--- src/rtl/temp_seg7_display.sv ---
// Temperature display: DS18B20 word -> sign + BCD digits -> multiplexed N-digit seven-segment pins.
// Latency: 24 cycles from an accepted temp_valid to the buffer update; seg/sel follow one cycle later.
// No backpressure: strobes during a conversion land in a one-deep pending slot (newest wins). Option macro: TEMP_SEG7_ALARM_EN.
module temp_seg7_display #(
  parameter int CLK_HZ         = 50_000_000,
  parameter int DIGITS         = 4,
  parameter int SCAN_HZ        = 1000,
  parameter int FRAC_DIGITS    = 1,
  parameter int SEG_ACTIVE_LOW = 1,
  parameter int SEL_ACTIVE_LOW = 1
) (
  input  logic              clk,
  input  logic              rst_n,
  input  logic [15:0]       temp_raw,
  input  logic              temp_valid,
`ifdef TEMP_SEG7_ALARM_EN
  input  logic [15:0]       alarm_thresh,
  output logic              alarm,
`endif
  output logic [7:0]        seg,
  output logic [DIGITS-1:0] sel,
  output logic              busy,
  output logic              overflow
);

  localparam int DWELL = (CLK_HZ / SCAN_HZ > 0) ? CLK_HZ / SCAN_HZ : 1;
  localparam int PW    = (DWELL > 1) ? $clog2(DWELL) : 1;
  localparam int IW    = $clog2(DIGITS);

  localparam logic [7:0]        SEG_MINUS = 8'h40;
  localparam logic [7:0]        SEG_OFF   = (SEG_ACTIVE_LOW != 0) ? 8'hFF : 8'h00;
  localparam logic [DIGITS-1:0] SEL_OFF   = (SEL_ACTIVE_LOW != 0) ? '1 : '0;

  typedef enum logic [2:0] {S_IDLE, S_ABS, S_BINT, S_BFRAC, S_LOAD} state_t;

  state_t state_q, state_d;

  logic [15:0] raw_q;
  logic        pend_vld_q;
  logic [15:0] pend_dat_q;
  logic        sign_q;
  logic        mag_nz_q;
  logic        mag_hi_q;
  logic [13:0] fr_q;
  logic [13:0] bin_q;
  logic [15:0] bcd_q;
  logic [11:0] int_bcd_q;
  logic [3:0]  cnt_q;

  logic [DIGITS-1:0][7:0] disp_q, disp_d;
  logic                   ovf_q, ovf_d;
  logic                   neg;
  int                     n_int;

  logic [15:0] mag_calc;
  logic [13:0] fr_calc;
  logic [15:0] bcd_adj;
  logic [15:0] bcd_shift;

  logic [PW-1:0]     presc_q;
  logic [IW-1:0]     idx_q;
  logic [7:0]        seg_q;
  logic [DIGITS-1:0] sel_q;
  logic [DIGITS-1:0] sel_onehot;
  logic              sel_blank;

  function automatic logic [7:0] seg_code(input logic [3:0] d);
    case (d)
      4'd0:    seg_code = 8'h3F;
      4'd1:    seg_code = 8'h06;
      4'd2:    seg_code = 8'h5B;
      4'd3:    seg_code = 8'h4F;
      4'd4:    seg_code = 8'h66;
      4'd5:    seg_code = 8'h6D;
      4'd6:    seg_code = 8'h7D;
      4'd7:    seg_code = 8'h07;
      4'd8:    seg_code = 8'h7F;
      4'd9:    seg_code = 8'h6F;
      default: seg_code = 8'h00;
    endcase
  endfunction

  function automatic logic [15:0] dd_adjust(input logic [15:0] b);
    logic [15:0] r;
    r = b;
    for (int i = 0; i < 4; i++) begin
      if (r[4*i +: 4] >= 4'd5) r[4*i +: 4] = r[4*i +: 4] + 4'd3;
    end
    return r;
  endfunction

  // 0x8000 negates to itself, which lands in the overflow range as intended.
  assign mag_calc  = raw_q[15] ? (~raw_q + 16'd1) : raw_q;
  assign fr_calc   = 14'(mag_calc[3:0]) * 14'd625;
  assign bcd_adj   = dd_adjust(bcd_q);
  assign bcd_shift = {bcd_adj[14:0], bin_q[13]};

  always_ff @(posedge clk) begin
    if (!rst_n) state_q <= S_IDLE;
    else        state_q <= state_d;
  end

  always_comb begin
    state_d = state_q;
    case (state_q)
      S_IDLE:  if (temp_valid) state_d = S_ABS;
      S_ABS:   state_d = S_BINT;
      S_BINT:  if (cnt_q == 4'd7) state_d = S_BFRAC;
      S_BFRAC: if (cnt_q == 4'd13) state_d = S_LOAD;
      S_LOAD:  state_d = (pend_vld_q || temp_valid) ? S_ABS : S_IDLE;
      default: state_d = S_IDLE;
    endcase
  end

  always_ff @(posedge clk) begin
    if (!rst_n) begin
      raw_q      <= '0;
      pend_vld_q <= 1'b0;
      pend_dat_q <= '0;
      sign_q     <= 1'b0;
      mag_nz_q   <= 1'b0;
      mag_hi_q   <= 1'b0;
      fr_q       <= '0;
      bin_q      <= '0;
      bcd_q      <= '0;
      int_bcd_q  <= '0;
      cnt_q      <= '0;
      disp_q     <= '0;
      ovf_q      <= 1'b0;
    end else begin
      if (temp_valid && state_q != S_IDLE) begin
        pend_vld_q <= 1'b1;
        pend_dat_q <= temp_raw;
      end
      case (state_q)
        S_IDLE: if (temp_valid) raw_q <= temp_raw;
        S_ABS: begin
          sign_q   <= raw_q[15];
          mag_nz_q <= |mag_calc;
          mag_hi_q <= |mag_calc[15:12];
          fr_q     <= fr_calc;
          bin_q    <= {mag_calc[11:4], 6'b0};
          bcd_q    <= '0;
          cnt_q    <= '0;
        end
        S_BINT: begin
          if (cnt_q == 4'd7) begin
            // Integer part done; reuse the shifter for the fraction.
            int_bcd_q <= bcd_shift[11:0];
            bcd_q     <= '0;
            bin_q     <= fr_q;
            cnt_q     <= '0;
          end else begin
            bcd_q <= bcd_shift;
            bin_q <= {bin_q[12:0], 1'b0};
            cnt_q <= cnt_q + 4'd1;
          end
        end
        S_BFRAC: begin
          bcd_q <= bcd_shift;
          bin_q <= {bin_q[12:0], 1'b0};
          cnt_q <= cnt_q + 4'd1;
        end
        S_LOAD: begin
          disp_q <= disp_d;
          ovf_q  <= ovf_d;
          // A strobe in this very cycle is newer than anything pending.
          if (temp_valid || pend_vld_q) begin
            raw_q      <= temp_valid ? temp_raw : pend_dat_q;
            pend_vld_q <= 1'b0;
          end
        end
        default: ;
      endcase
    end
  end

  always_comb begin
    disp_d = '0;
    neg    = sign_q && mag_nz_q;
    if (int_bcd_q[11:8] != 4'd0)     n_int = 3;
    else if (int_bcd_q[7:4] != 4'd0) n_int = 2;
    else                             n_int = 1;
    ovf_d = mag_hi_q || ((int'(neg) + n_int + FRAC_DIGITS) > DIGITS);
    for (int p = 0; p < DIGITS; p++) begin
      if (ovf_d) begin
        disp_d[p] = SEG_MINUS;
      end else if (p < FRAC_DIGITS) begin
        // Fraction BCD holds four digits; keep the top FRAC_DIGITS of them.
        disp_d[p] = seg_code(4'(bcd_q >> (4 * (4 - FRAC_DIGITS + p))));
      end else if ((p - FRAC_DIGITS) < n_int) begin
        disp_d[p] = seg_code(4'(int_bcd_q >> (4 * (p - FRAC_DIGITS))));
        if (FRAC_DIGITS > 0 && p == FRAC_DIGITS) disp_d[p][7] = 1'b1;
      end else if (neg && (p - FRAC_DIGITS) == n_int) begin
        disp_d[p] = SEG_MINUS;
      end
    end
  end

`ifdef TEMP_SEG7_ALARM_EN
  localparam int HALF = (CLK_HZ / 2 > 0) ? CLK_HZ / 2 : 1;
  localparam int BW   = (HALF > 1) ? $clog2(HALF) : 1;

  logic          alarm_q;
  logic          alarm_hit;
  logic          blink_off_q;
  logic [BW-1:0] blink_cnt_q;

  assign alarm_hit = $signed(raw_q) >= $signed(alarm_thresh);

  always_ff @(posedge clk) begin
    if (!rst_n) begin
      alarm_q     <= 1'b0;
      blink_off_q <= 1'b0;
      blink_cnt_q <= '0;
    end else begin
      if (state_q == S_LOAD) alarm_q <= alarm_hit;
      if (state_q == S_LOAD && alarm_hit && !alarm_q) begin
        blink_cnt_q <= '0;
        blink_off_q <= 1'b0;
      end else if (blink_cnt_q == BW'(HALF - 1)) begin
        blink_cnt_q <= '0;
        blink_off_q <= ~blink_off_q;
      end else begin
        blink_cnt_q <= blink_cnt_q + BW'(1);
      end
    end
  end

  assign alarm     = alarm_q;
  assign sel_blank = alarm_q & blink_off_q;
`else
  assign sel_blank = 1'b0;
`endif

  assign sel_onehot = DIGITS'(1) << idx_q;

  always_ff @(posedge clk) begin
    if (!rst_n) begin
      presc_q <= '0;
      idx_q   <= '0;
      seg_q   <= SEG_OFF;
      sel_q   <= SEL_OFF;
    end else begin
      if (presc_q == PW'(DWELL - 1)) begin
        presc_q <= '0;
        idx_q   <= (idx_q == IW'(DIGITS - 1)) ? '0 : idx_q + IW'(1);
      end else begin
        presc_q <= presc_q + PW'(1);
      end
      seg_q <= (SEG_ACTIVE_LOW != 0) ? ~disp_q[idx_q] : disp_q[idx_q];
      if (sel_blank)                 sel_q <= SEL_OFF;
      else if (SEL_ACTIVE_LOW != 0)  sel_q <= ~sel_onehot;
      else                           sel_q <= sel_onehot;
    end
  end

  assign seg      = seg_q;
  assign sel      = sel_q;
  assign busy     = (state_q != S_IDLE);
  assign overflow = ovf_q;

endmodule
--- config.mk ---
export PLATFORM = sky130hd
export DESIGN_NAME = temp_seg7_display
export DESIGN_NICKNAME = d
export VERILOG_FILES = /design/src/rtl/temp_seg7_display.sv
export SDC_FILE = /design/constraint.sdc
export NUM_CORES = 1
export LEC_CHECK = 0
export BUFFER_PORTS_ARGS = -buffer_cell sky130_fd_sc_hd__clkbuf_2
export CAP_MARGIN = 20
export CORE_AREA = 2 2 175 177
export DETAILED_ROUTE_END_ITERATION = 10
export DIE_AREA = 0 0 177 179
export GPL_TIMING_DRIVEN = 0
export PLACE_DENSITY = 0.58
export RECOVER_POWER = 100
export SLEW_MARGIN = 20
export SYNTH_ARGS = -nofsm -noshare
export SYNTH_HDL_FRONTEND = slang
export SYNTH_SLANG_ARGS = --single-unit
--- constraint.sdc ---
create_clock -name clk -period 3.5 [get_ports clk]
set_input_delay 0.875 -clock clk [delete_from_list [all_inputs] [get_ports clk]]
set_output_delay 0.875 -clock clk [all_outputs]
set_load 0.01 [all_outputs]
Word level (Yosys, flattened, before mapping)
Memories as Yosys holds them, arrays and structs flattened. A register that Yosys moved wholly into a read port is not among the register bits.
Cells that the tools add are included.
{"block": "word_totals", "register_bits": 162, "out_inout_bits": 14, "rom_bits": 448, "inputBits": 19, "n_memories": 4}
{"memory": "(name not given)", "depth": 16, "width": 7, "rd": 1, "rd_ports_with_merged_regs": 1, "wr": 0, "line_no": "68", "source": "case (d)"}
{"memory": "(name not given)", "depth": 16, "width": 7, "rd": 1, "rd_ports_with_merged_regs": 1, "wr": 0, "line_no": "68"}
{"memory": "(name not given)", "depth": 16, "width": 7, "rd": 1, "rd_ports_with_merged_regs": 1, "wr": 0, "line_no": "68"}
{"memory": "(name not given)", "depth": 16, "width": 7, "rd": 1, "rd_ports_with_merged_regs": 1, "wr": 0, "line_no": "68"}
{"block": "classes", "n_eq_ne": 14, "n_reduce_logical": 20, "n_bitwise": 4, "shifts": 1, "add_sub_neg": 10, "n_mux": 46, "n_lt_le_gt_ge": 9, "multipliers": 1}
{"operator": "$mux W16", "count": 5}
{"operator": "$mux W8", "count": 8}
{"operator": "$mux W4", "count": 12}
{"operator": "$pmux W16 S3", "count": 1}
{"operator": "$pmux W14 S3", "count": 1}
{"operator": "$add A16 B1 Y16 const B", "count": 2}
{"operator": "$add A2 B32 Y32", "count": 1}
{"operator": "$add A32 B2 Y32 const B", "count": 1}
{"operator": "$eq A2 B32 Y1 const A", "count": 1}
{"operator": "$eq A3 B32 Y1 const A", "count": 1}
{"operator": "$gt A32 B4 Y1 const B", "count": 1}
{"operator": "$logic_not A32 Y1", "count": 1}
{"operator": "$lt A1 B32 Y1 const A", "count": 1}
{"operator": "$lt A2 B32 Y1 const A", "count": 1}
{"operator": "$lt A3 B32 Y1 const A", "count": 1}
{"operator": "$pmux W16 S2", "count": 1}
{"operator": "$mux W7", "count": 3}
{"operator": "$bmux W8 S2", "count": 1}
{"operator": "$eq A16 B16 Y1 const B", "count": 1}
{"operator": "$ge A4 B3 Y1 const B", "count": 4}
{"operator": "$not A16 Y16", "count": 1}
{"operator": "$reduce_or A16 Y1", "count": 1}
{"operator": "$pmux W3 S5", "count": 1}
{"operator": "$mul A4 B10 Y14 const B", "count": 1}
{"operator": "other kinds (31)", "count": 53}

Longest topological paths before layout
Gate-level depths: netlist of the first run.
{"block": "depth", "ltp_word": 8, "ltp_mapped": 16, "ltp_nobuf": 16}

Least setup slack after synthesis of the first run
Ideal clock, no wire load.
{"block": "synth_path", "path_type": "register to register", "from": "reg raw_q[0]", "to": "reg fr_q[12]", "setup_slack_ns": 0.186, "required_ns": 3.370, "period_less_slack_ns": 3.314, "path_stages_with_launch": 16, "arrival_time_ns": 3.185, "cell_sequence": "dfxtp_1 inv_1 ha_1 inv_1 nand2_1 xor2_1 ha_1 ha_1 or2_2 ha_1 ha_1 a21o_1 a21oi_1 nor2b_1 o21ai_0 o211ai_1"}
{"block": "synth_via", "elab_chain_len": 4}
{"item": "start, declared", "line_no": "38", "source": "logic [15:0] raw_q;"}
{"item": "start signal, assigned", "line_no": "136", "source": "S_IDLE: if (temp_valid) raw_q <= temp_raw;"}
{"item": "start signal, assigned", "line_no": "169", "source": "raw_q <= temp_valid ? temp_raw : pend_dat_q;"}
{"item": "$not A16 Y16", "line_no": "93", "source": "assign mag_calc = raw_q[15] ? (~raw_q + 16'd1) : raw_q;"}
{"item": "$add A16 B1 Y16", "line_no": "93"}
{"item": "$mux W16 (*)", "line_no": "93"}
{"item": "$mul A4 B10 Y14 (*)", "line_no": "94", "source": "assign fr_calc = 14'(mag_calc[3:0]) * 14'd625;"}
{"item": "end signal, assigned", "line_no": "141", "source": "fr_q <= fr_calc;"}
{"item": "end, declared", "line_no": "44", "source": "logic [13:0] fr_q;"}
Every way passes the cells marked *; elsewhere a longest branch is shown, timed or not.
A chain may end at the register's enable or synchronous reset.

Final worst setup path of the first run
{"block": "layout_path", "from": "reg raw_q[0]", "to": "reg fr_q[11]"}
The elaborated chain is that of the path after synthesis.

==> impl_results.md, run 1 <==
* Cell Area, Synth at 8770 µm²
* Fmax achieved at slightly above 0.3 GHz
* Design Area, Final at between 10000 and 15000 µm²
* Max VDD drop at 365 µV
* Layout fillers at 3114
* Final Non-Filler Cells at 1449
* Final Cycle Share at 94.0%
* Final hold viol count at 0
* H-tree lvl count at 4
* CP endpoint kind: flip-flop
* DP Wirelength at 15500 µm
* Die span in x at 177 µm
* P_leak at between 3 and 4 nW
* Reg2Reg Setup Slack at 0.21 ns
* Post-synth EDFFs at 0
* WHS Endpoint: seg[7]
* R2R Path End: fr_q[11]
* Relative slew slack at 17.5%
* Vias in the first global route at 6653
* Clk root buf: clkbuf_16
* Clk Latency, worst-skew pair at 0.44 ns
* Fin crit period at approximately 3.3 ns
* CTS tree: done
* CP Class: flip-flop to flip-flop
* Area of the multi-input gates at between 4000 and 5000 µm²
* Area of the die at between 30000 and 40000 µm²
* WP data arrival at between 3 and 4 ns
* Max FO, Critical Path at 7
* DRT iter0 DRCs at 491
* Post-synth cell types at 72
* Synth top area cells: dfxtp_1 42%, ha_1 8.1%, nand2_1 5.8%
* Reg2reg start: raw_q[0]
* Dpl ws at -0.330 ns
* Top-count cell post-synth: dfxtp_1
* Hold path start: disp_q[15]
* Ant diodes at 0
* Num CTS Buffers at 17
* First-pass GRT wire length at 35100 µm
* Slew @ Worst Pin at ~1.2 ns
* I/O pins at 33
* Seq/Total Area, Yosys at 42.4%
* Reg area at 3730 µm²
* Placer Congestion at 0.878
* Max-Cap Viols at 0
* Synth Area per Inst at between 8 and 9 µm²
* Antenna violations before repair at 0
* Initial Util at 29.2%
* #FFs+latches synth at 186
* Setup TNS at 0 ns
* Via Count at 7062
* Mapped Nets at 1063
* DRT Wirelength at 21000 µm
* Area after DPL at 9430 µm²
* Site Rows at 64
* Initial DRT Pass Iterations at 5
* Clk sinks at between 150 and 200
* Antenna viol nets, final at 0
* Synthesized instance count at roughly 990
* Total global routing overflow at 0
* Max clock buf depth at 2
* DRC at 0
* Final Max Tran Viols at 0
* Synth warn at 0
* Main synth FF type: dfxtp_1
* Hold Slack at ~0.42 ns
* Synthesis-to-layout area growth at 15.0%
* Core footprint at 30000 µm²
* Yosys top cell area share at 42.4%
* Most frequent cells after synthesis: 186 x dfxtp_1, 135 x nand2_1, 101 x nor2_1
* Leading area contributor after synthesis: dfxtp_1
* Via-to-Cell Ratio at between 4 and 5
* Hold Buf Count CTS at 0
* Clock Skew at 0.0171 ns
* Hold Path Stages at 1
* Die H at 179 µm
* Layout cells sized above 1 at 10.4%
* Ys async rst share at 0%
* Placed insts at 1414
* RSZ-0062 raised after global routing: no
* Final setup vio count at 0
* Outcome: finished clean
* R2R cell count at 15
* Buffers on Ports at 32
* Worst-path clk slew at roughly 0.090 ns
* Kind of start point of the critical path: flip-flop
* Gr usage total at around 14%
* Wire per inst at ~15 µm
* Fin nets at 1117
* Pin count of the biggest net entering global routing at 24
* WP data required at 3.81 ns
* Setup slack after layout at 0.211 ns
* HP Class: flip-flop to flip-flop
* PwrDens at 524 nW/µm²
## timing repair
item                       CTS  global route
setup endpoints to repair    5             4
pin swaps                    0             1
gates resized for setup      9            11
hold endpoints to repair     0             0
gates cloned                 0             0
setup buffers                1             2
## layout make-up
cell class / instances / share of cell area [%]
multi-input combinational: 704 / 46.2
sequential: 186 / 37.0
tap: 396 / 4.91
clock buffer: 17 / 4.22
buffer: 55 / 2.34
clock inverter: 15 / 2.17
timing repair buffer: 35 / 1.64
inverter: 41 / 1.55
## report_power, final
| part | switching, W | leakage, nW | internal [W] |
|---|---|---|---|
| clock | 0.00104 | 0.311 | 0.00101 |
| sequential | 0.0000901 | 1.51 | 0.00223 |
| combinational | 0.000568 | 2.14 | 0.000338 |
| total | 0.00170 | 3.96 | 0.00358 |
## how the worst max path moves through the flow
stage                   start        to  slack [ns]  cells after the start
floorplan            raw_q[0]  fr_q[12]        0.19                     15
global placement    raw_q[15]  fr_q[12]       -0.34                     13
detailed placement  raw_q[15]  fr_q[12]       -0.33                     13
CTS                  raw_q[0]  fr_q[12]        0.05                     15
global route         raw_q[0]  fr_q[12]        0.02                     15
finish               raw_q[0]  fr_q[11]        0.21                     15
## worst max-delay path: stages, from the launching register on
cell and delay, ns:
dfxtp_4 0.42, inv_1 0.09, ha_1 0.20, inv_1 0.08, nand2_1 0.09, xor2_2 0.22
ha_4 0.24, ha_1 0.28, ha_1 0.35, ha_1 0.31, a21o_1 0.19, a21oi_2 0.18
o21bai_1 0.09, a21oi_2 0.19, xnor2_1 0.14, a21oi_1 0.08
## placed cells by master, fill, tap and decap left out, types with 19 or more instances in the layout
cell and instances:
dfxtp_1 184, nand2_1 135, nor2_1 102, o21ai_0 66, ha_1 56, clkbuf_1 54
a21oi_1 53, inv_1 38, a22o_1 24, xnor2_1 21, clkbuf_2 19
## kinds of logic after synthesis
| logic type | share of synthesized area (%) |
|---|---|
| adders and majority gates | 8.36 |
| buffers and inverters | 4.49 |
| and+or+nand+nor | 17.4 |
| xor gates and xnor gates | 3.39 |
| muxes | 2.77 |
| DFF | 42.4 |
| AOI/OAI and AO/OA | 21.1 |
## metrics by stage
stage          util [%]  power, W
3_5_place_dp       31.4   0.00323
4_1_cts            33.7   0.00531
3_3_place_gp       31.4   0.00323
5_1_grt            33.6   0.00555
2_1_floorplan         -   0.00298
6_report           33.6   0.00528
## layer usage
metal	vias to the layer above	track usage (%)	part of all wire (%)
met2	136	22.7	46
met1	3300	19.0	49
met3	11	2.08	4.2
met4	0	3.58	0.68
met5	-	0	0
li1	3615	-	-
Power figures use the tool's default switching activity.
==> run 2: changes to the inputs <==
--- a/config.mk
+++ b/config.mk
@@ -12,7 +12,7 @@
 export DIE_AREA = 0 0 177 179
 export GPL_TIMING_DRIVEN = 0
 export PLACE_DENSITY = 0.58
-export RECOVER_POWER = 100
+export RECOVER_POWER = 25
 export SLEW_MARGIN = 20
 export SYNTH_ARGS = -nofsm -noshare
 export SYNTH_HDL_FRONTEND = slang
==> impl_results.md, run 2 (synthesis gave the netlist of run 1 again) <==
* Initial Util at 29.2%
* Die span in x at 177 µm
* Gr usage total at 13.9%
* DRC at 0
* Antenna viol nets, final at 0
* Initial DRT Pass Iterations at 5
* Kind of start point of the critical path: flip-flop
* Total global routing overflow at 0
* Final Cycle Share at 93.9%
* Area of the die at roughly 32000 µm²
* Synthesis-to-layout area growth at 15.2%
* Fin nets at 1117
* H-tree lvl count at 4
* DRT Wirelength at 21100 µm
* Max clock buf depth at 2
* First-pass GRT wire length at about 35000 µm
* Core footprint at 30000 µm²
* Pin count of the biggest net entering global routing at 24
* Max VDD drop at approximately 370 µV
* Outcome: finished clean
* Vias in the first global route at 6653
* Fin crit period at 3.29 ns
* WP data required at between 3 and 4 ns
* Commonest non-fill, non-tap cell in the layout: dfxtp_1
* Clk Latency, worst-skew pair at 0.44 ns
* Final setup vio count at 0
* DRT iter0 DRCs at 487
* Wire per inst at 14.5 µm
* CP endpoint kind: flip-flop
* CTS tree: done
* DP Wirelength at 15500 µm
* Fmax achieved at 0.304 GHz
* RSZ-0062 raised after global routing: no
* Ant diodes at 0
* Total power at 0.00529 W
* Relative slew slack at 18.5%
* Most frequent cells in the layout: 184 x dfxtp_1, 135 x nand2_1, 101 x nor2_1
* Num CTS Buffers at 17
* Buffers on Ports at 32
* Antenna violations before repair at 0
* Layout cells sized above 1 at 11.0%
* Max-Cap Viols at 0
* Final Max Tran Viols at 0
* WP data arrival at 3.60 ns
* HP Class: flip-flop to flip-flop
* PwrDens at 523 nW/µm²
* Slew @ Worst Pin at 1.21 ns
* Setup slack after layout at 0.212 ns
* Site Rows at 64
* P_leak at 3.98 nW
* Dpl ws at -0.330 ns
* Clk sinks at 186
* Final hold viol count at 0
* Placer Congestion at 0.878
* Clk root buf: clkbuf_16
* Die H at 179 µm
* Max FO, Critical Path at 7
* Worst-path clk slew at 0.09 ns
* CP Class: flip-flop to flip-flop
* Via-to-Cell Ratio at 4.85
* I/O pins at 33
* Via Count at 7030
* Clock Skew at 0.0175 ns
run 2: worst max-delay path: stages (launching register included):
cell	delay, ns
dfxtp_4	0.42
inv_1	0.09
ha_1	0.20
inv_1	0.08
nand2_1	0.09
xor2_2	0.22
ha_4	0.24
ha_1	0.28
ha_1	0.35
ha_1	0.31
a21o_1	0.19
a21oi_2	0.18
o21bai_1	0.09
a21oi_2	0.19
xnor2_1	0.14
a21oi_1	0.08
run 2: path summary, 6_finish.rpt:
| path | from | end | slack [ns] | depth (start not counted) |
|---|---|---|---|---|
| min reg2reg | disp_q[15] | seg[7] | 0.42 | 1 |
| min | disp_q[15] | seg[7] | 0.42 | 1 |
| max | raw_q[0] | fr_q[11] | 0.21 | 15 |
| max reg2reg | raw_q[0] | fr_q[11] | 0.21 | 15 |
run 2: timing repair:
item / CTS / global route
hold buffers: 0 / 0
buffers inserted: 1 / 2
pin swaps: 0 / 1
resized for setup: 9 / 11
setup endpoints to repair: 5 / 4
run 2: routing by layer:
layer | global-route usage, % | part of all wire (%) | wire, µm | vias to the layer above
met3 | 2.08 | 3.5 | 728 | 11
li1 | - | - | - | 3615
met1 | 19.0 | 50 | 10600 | 3278
met2 | 22.7 | 46 | 9590 | 126
met5 | 0 | 0 | 0 | -
met4 | 3.58 | 0.68 | 144 | 0
run 2: cell type report:
type / count / area [µm²]
fillers: 3111 / 19900
multi-input cells: 704 / 4670
flip-flops and latches: 186 / 3730
well taps: 396 / 495
clock buffers: 17 / 425
plain buffers: 55 / 245
clock inverters: 15 / 219
repair buffers: 35 / 165
inverters: 41 / 156
run 2: power by group:
group / switching [W] / leakage [nW] / total [W] / internal [W]
Sequential: 0.0000908 / 1.51 / 0.00232 / 0.00223
Clock: 0.00104 / 0.311 / 0.00205 / 0.00101
Combinational: 0.000571 / 2.16 / 0.000914 / 0.000343
run 2: per-stage QoR:
step	setup TNS [ns]	instance area (µm²)	cells	utilization [%]	hold WS, ns
after floorplan	0	8770	986	-	0.386
after global placement	-1.35	9430	1414	31.4	0.403
after detailed placement	-1.49	9430	1414	31.4	0.410
after CTS	0	10100	1447	33.7	0.421
after global routing	0	10100	1449	33.7	0.440
final	0	10100	1449	33.7	0.416
